$ cat config.mk
export PLATFORM = sky130hd
export DESIGN_NAME = bram_stream_loader
export DESIGN_NICKNAME = d
export VERILOG_FILES = /design/src/rtl/bram_stream_loader_pkg.sv /design/src/rtl/bram_stream_loader_pair_packer.sv /design/src/rtl/bram_stream_loader.sv
export SDC_FILE = /design/constraint.sdc
export NUM_CORES = 1
export LEC_CHECK = 0
export BUFFER_PORTS_ARGS = -buffer_cell sky130_fd_sc_hd__buf_4
export CAP_MARGIN = 25
export CORE_ASPECT_RATIO = 1.5
export CORE_UTILIZATION = 49
export DETAILED_ROUTE_END_ITERATION = 16
export MAX_ROUTING_LAYER = met4
export PLACE_DENSITY = 0.75
export SETUP_SLACK_MARGIN = 0.02
export SYNTH_ARGS = -nofsm -noshare
export SYNTH_HDL_FRONTEND = slang
export SYNTH_SLANG_ARGS = --single-unit
export TNS_END_PERCENT = 1
$ cat constraint.sdc
create_clock -name clk -period 8.31 [get_ports clk]
set_clock_uncertainty 0.2 [all_clocks]
set_input_delay 0.4155 -clock clk [delete_from_list [all_inputs] [get_ports clk]]
set_output_delay 0.4155 -clock clk [all_outputs]
set_load 0.005 [all_outputs]
$ cat src/rtl/bram_stream_loader_pkg.sv
// Shared constants and FSM encoding for the BRAM stream loader.
// Values track the data_mover_bram bench defines.
package bram_stream_loader_pkg;

  localparam int CNT_BIT       = 31;
  localparam int AWIDTH        = 12;
  localparam int DWIDTH        = 32;
  localparam int MEM_SIZE      = 4096;
  localparam int IN_DATA_WITDH = 16;

  typedef enum logic [1:0] {
    S_IDLE = 2'd0,
    S_RUN  = 2'd1,
    S_DONE = 2'd2
  } state_e;

endpackage

$ cat src/rtl/bram_stream_loader_pair_packer.sv
// Packs two stream elements into one {first, second} word.
// out_valid is combinational on the second beat of a pair.
module bram_stream_loader_pair_packer #(
  parameter int IW = 16
) (
  input  logic          clk,
  input  logic          reset_n,
  input  logic          clr,
  input  logic          in_valid,
  input  logic [IW-1:0] in_data,
  output logic          out_valid,
  output logic [2*IW-1:0] out_word
);

  logic          half_q, half_d;
  logic [IW-1:0] hi_q, hi_d;

  always_comb begin
    half_d = half_q;
    hi_d   = hi_q;
    if (clr) begin
      half_d = 1'b0;
    end else if (in_valid) begin
      if (!half_q) begin
        hi_d   = in_data;
        half_d = 1'b1;
      end else begin
        half_d = 1'b0;
      end
    end
  end

  always_ff @(posedge clk or negedge reset_n) begin
    if (!reset_n) begin
      half_q <= 1'b0;
      hi_q   <= '0;
    end else begin
      half_q <= half_d;
      hi_q   <= hi_d;
    end
  end

  assign out_valid = in_valid & half_q & ~clr;
  assign out_word  = {hi_q, in_data};

endmodule

$ cat src/rtl/bram_stream_loader.sv
// Fills one BRAM port from a 16-bit valid/ready stream, two
// elements per 32-bit word, i_num_cnt words from i_base_addr.
module bram_stream_loader
  import bram_stream_loader_pkg::*;
#(
  parameter int CNT_BIT       = bram_stream_loader_pkg::CNT_BIT,
  parameter int DWIDTH        = bram_stream_loader_pkg::DWIDTH,
  parameter int AWIDTH        = bram_stream_loader_pkg::AWIDTH,
  parameter int MEM_SIZE      = bram_stream_loader_pkg::MEM_SIZE,
  parameter int IN_DATA_WITDH = bram_stream_loader_pkg::IN_DATA_WITDH
) (
  input  logic                     clk,
  input  logic                     reset_n,
  input  logic                     i_run,
  input  logic [CNT_BIT-1:0]       i_num_cnt,
  input  logic [AWIDTH-1:0]        i_base_addr,
  output logic                     o_idle,
  output logic                     o_write,
  output logic                     o_done,
  input  logic                     s_valid,
  output logic                     s_ready,
  input  logic [IN_DATA_WITDH-1:0] s_data,
  output logic [AWIDTH-1:0]        addr_b,
  output logic                     ce_b,
  output logic                     we_b,
  output logic [DWIDTH-1:0]        d_b,
  input  logic [DWIDTH-1:0]        q_b
);

  state_e              state_q, state_d;
  logic [CNT_BIT-1:0]  cnt_q, cnt_d;
  logic [CNT_BIT-1:0]  words_q, words_d;
  logic [AWIDTH-1:0]   base_q, base_d;
  logic [AWIDTH-1:0]   addr_q, addr_d;
  logic                ce_q, ce_d;
  logic                we_q, we_d;
  logic [DWIDTH-1:0]   d_q, d_d;

  logic                start;
  logic                accept;
  logic                pk_valid;
  logic [DWIDTH-1:0]   pk_word;
  logic                unused_ok;

  assign start   = (state_q == S_IDLE) & i_run;
  assign s_ready = (state_q == S_RUN) & (words_q < cnt_q);
  assign accept  = s_valid & s_ready;

  bram_stream_loader_pair_packer #(
    .IW (IN_DATA_WITDH)
  ) u_pack (
    .clk       (clk),
    .reset_n   (reset_n),
    .clr       (start),
    .in_valid  (accept),
    .in_data   (s_data),
    .out_valid (pk_valid),
    .out_word  (pk_word)
  );

  always_comb begin
    state_d = state_q;
    cnt_d   = cnt_q;
    words_d = words_q;
    base_d  = base_q;
    addr_d  = addr_q;
    d_d     = d_q;
    ce_d    = 1'b0;
    we_d    = 1'b0;
    unique case (state_q)
      S_IDLE: begin
        if (i_run) begin
          cnt_d   = i_num_cnt;
          base_d  = i_base_addr;
          words_d = '0;
          state_d = (i_num_cnt == '0) ? S_DONE : S_RUN;
        end
      end
      S_RUN: begin
        if (pk_valid) begin
          ce_d    = 1'b1;
          we_d    = 1'b1;
          d_d     = pk_word;
          addr_d  = base_q + words_q[AWIDTH-1:0];
          words_d = words_q + 1'b1;
          if (words_d == cnt_q)
            state_d = S_DONE;
        end
      end
      S_DONE:  state_d = S_IDLE;
      default: state_d = S_IDLE;
    endcase
  end

  always_ff @(posedge clk or negedge reset_n) begin
    if (!reset_n) begin
      state_q <= S_IDLE;
      cnt_q   <= '0;
      words_q <= '0;
      base_q  <= '0;
      addr_q  <= '0;
      ce_q    <= 1'b0;
      we_q    <= 1'b0;
      d_q     <= '0;
    end else begin
      state_q <= state_d;
      cnt_q   <= cnt_d;
      words_q <= words_d;
      base_q  <= base_d;
      addr_q  <= addr_d;
      ce_q    <= ce_d;
      we_q    <= we_d;
      d_q     <= d_d;
    end
  end

  assign o_idle  = (state_q == S_IDLE);
  assign o_write = (state_q == S_RUN);
  assign o_done  = (state_q == S_DONE);
  assign addr_b  = addr_q;
  assign ce_b    = ce_q;
  assign we_b    = we_q;
  assign d_b     = d_q;

  // Read port exists only to mirror data_mover_bram's port list.
  assign unused_ok = ^{q_b, MEM_SIZE[0]};

endmodule

==> summary.txt <==
Timing
  • Fmax: 0.253 GHz
  • Total negative slack: 0 ns
  • Period utilization: 47.6%
  • Pins Over Slew Limit: 0
  • Slew headroom: 49.0%
  • Slew @ Worst Pin: 0.765 ns
  • Final setup viols: 0
  • RSZ-0062 raised after global routing: no
  • Fin crit period: 3.96 ns
  • Fin. Hold Viols: 0

Final layout
  • Layout cells sized above 1: 25.4%
  • Most frequent cells in the layout: dfrtp_1 (138), buf_4 (119), o21ai_0 (85)
  • Layout area overhead: 21.9%
  • Nets: 1024
  • Most common cell after layout, fill and taps aside: dfrtp_1
  • Finished Layout Cells: 1101
  • Filler cell count: 1327
  • Ant. Diodes: 0

Die
  • Cell Rows: 56
  • Core area: 15600 um2
  • I/O pin total: 145
  • Die Span X: 105 um
  • DIE HEIGHT: 156 um
  • Die area: 16400 um2
  • Initial Util: 49.9%

Setup path
  • Critical path class: register to register
  • Worst Path Required: 8.42 ns
  • Worst EP arrival: 4.07 ns
  • Reg2Reg Launch Point: words_q[5]
  • FF-to-FF End: d_b[9]
  • Reg2Reg Setup Slack: 4.35 ns
  • CP Launch Type: register
  • Worst-path fanout max: 61
  • Path depth of the worst reg2reg path: 8
  • Setup crit end kind: register

Yosys
  • Syn_area_per_cell: 9.93 um2
  • FF+latch count, synth: 138
  • Dominant synthesized flop cell: dfrtp_1
  • Unique masters post-synth: 52
  • Synth top area share: 44.5%
  • Mapped Cells: 782
  • Net Count, Synth: 921
  • Top area cells in the synthesized netlist: dfrtp_1 (44%), mux2_2 (9.0%), ha_1 (6.9%)
  • Fraction of registers with async set/reset: 100%
  • Ys Warns: 0
  • Largest area contributor in the netlist: dfrtp_1
  • Sequential share of the synthesized area: 44.5%
  • Post-Syn Area: 7760 um2
  • EDFF count, synth: 0

Global routing
  • First-pass GRT wire length: 30700 um
  • Vias in the first global route: 6189
  • GRT Resource Usage Total: 24.7%
  • Overflow after GRT: 0
  • Largest net degree at the start of global routing: 81
  • Initial antenna violation count: 0

Power
  • Internal power: 0.00153 W
  • Logic pwr share: 24.0%
  • Switching Power: 0.000690 W
  • PwrDens: 235 nW/um2
  • Leak: 4.39 nW
  • Worst vdd ir: 0.000196 V
  • Sequential Power Share: 41.5%
  • Net Sw Frac: 31.0%
  • Clock share of power: 34.5%

Detailed routing
  • Via density: 5.75
  • WL/cell: 17.4 um
  • Number of DRC markers in iteration 0: 448
  • Top sig layer: met4
  • WL final: 19100 um
  • DR WL met2: 10300 um
  • Final ANT Viol Nets: 0
  • DRC viols: 0
  • Routed length on met1: 7480 um
  • DR pass1 iterations: 5
  • DR WL met3: 625 um
  • Routed via count: 6333

Clock tree
  • TritonCTS clock tree: done
  • Number of gates resized after CTS: 0
  • Num CTS Buffers: 17
  • Setup Fix Bufs, Post-CTS: 0
  • Cts-stage hold buffer count: 6
  • Clock tree buffer depth: 2
  • Clk Latency, worst-skew pair: 0.43 ns
  • Sink Count: 138
  • H-tree levels: 4
  • Clock transition at path regs: 0.07 ns
  • Root buffer cell: clkbuf_16

Place
  • Post-DP HPWL: 13300 um
  • Cells after DPL: 1062
  • RePlAce Congestion: 0.886
  • Port bufs: 112

Flow run
  • Max-Cap Viols: 0

Outcome
  • Status: finished, final reports clean

Worst hold path
  • WHS Endpoint: cnt_q[19]
  • Worst Hold Path Cells: 3
  • HP Class: input port to register
  • Hold path start: i_num_cnt[19]
## final cells by class
class	instances	area [um2]	area share, %
Tap cell	203	254	2.68
Timing Repair Buffer	127	992	10.5
Multi-Input combinational cell	561	4000	42.3
Clock buffer	17	425	4.49
Inverter	40	150	1.59
Sequential cell	138	3450	36.5
Clock inverter	15	186	1.97
## cells by family after synthesis
| logic type | Yosys count | synth area share [%] |
|---|---|---|
| multiplexers | 62 | 8.99 |
| buffers and inverters | 83 | 4.22 |
| AO/OA/AOI/OAI | 188 | 14.3 |
| AND/OR/NAND/NOR | 215 | 14.9 |
| XOR/XNOR | 52 | 5.87 |
| flip-flops | 138 | 44.5 |
| adder cells (fa/ha/maj) | 44 | 7.19 |
## per-layer routing
metal  vias up  GRT usage [%]
met3        34           3.68
met5         -              -
li1       3031              -
met2       161           42.8
met4         0           12.4
met1      3107           27.7
## worst max-delay path by stage
stage	from	to
floorplan	words_q[20]	u_pack.hi_q[10]
global placement	words_q[5]	addr_b[0]
detailed placement	words_q[5]	d_b[28]
CTS	words_q[5]	d_b[30]
global route	words_q[5]	d_b[9]
finish	words_q[5]	d_b[9]
## cell usage after synthesis, types with 21 or more instances
cell type,n
a21oi_1,32
clkbuf_1,27
dfrtp_1,138
ha_1,43
inv_1,40
mux2_2,62
nand2_1,72
nand3_1,23
nor2_1,26
o21ai_0,85
o31ai_1,21
xnor2_1,36
## power by group through the flow
stage                     logic (W)  registers (W)  clock network [W]
final                      0.000533       0.000924           0.000767
after CTS                  0.000539       0.000924           0.000777
after floorplan            0.000287       0.000912                  0
after global placement     0.000520       0.000923                  0
after global routing       0.000581       0.000945           0.000806
after detailed placement   0.000533       0.000932                  0
## metrics by stage
step           setup slack (ns)  instance area (um2)  total power, W  utilization (%)  hold slack (ns)
3_5_place_dp               4.40                 8770         0.00146             56.4            0.216
2_1_floorplan              4.97                 7760         0.00120                -          -0.0801
4_1_cts                    4.41                 9440         0.00224             60.7          0.00262
5_1_grt                    4.17                 9470         0.00233             60.9          0.00723
6_report                   4.35                 9470         0.00222             60.9          0.00272
3_3_place_gp               4.48                 8770         0.00144             56.4            0.214
## flip-flops by register name (all words and copies together), names as in the netlist
register,flops
d_b,32
cnt_q,31
words_q,31
u_pack.hi_q,16
addr_b,12
base_q,12
state_q,2
u_pack.half_q,1
we_b,1
## worst max-delay path: stages (launching register included)
cell and delay, ns:
dfrtp_1 0.61, ha_1 0.33, a2111oi_0 0.41, o21ai_0 0.21, a211o_1 0.34, a31oi_1 0.48
nand3_4 0.38, buf_4 0.45, mux2_2 0.37
(Power assumes the default switching activity.)
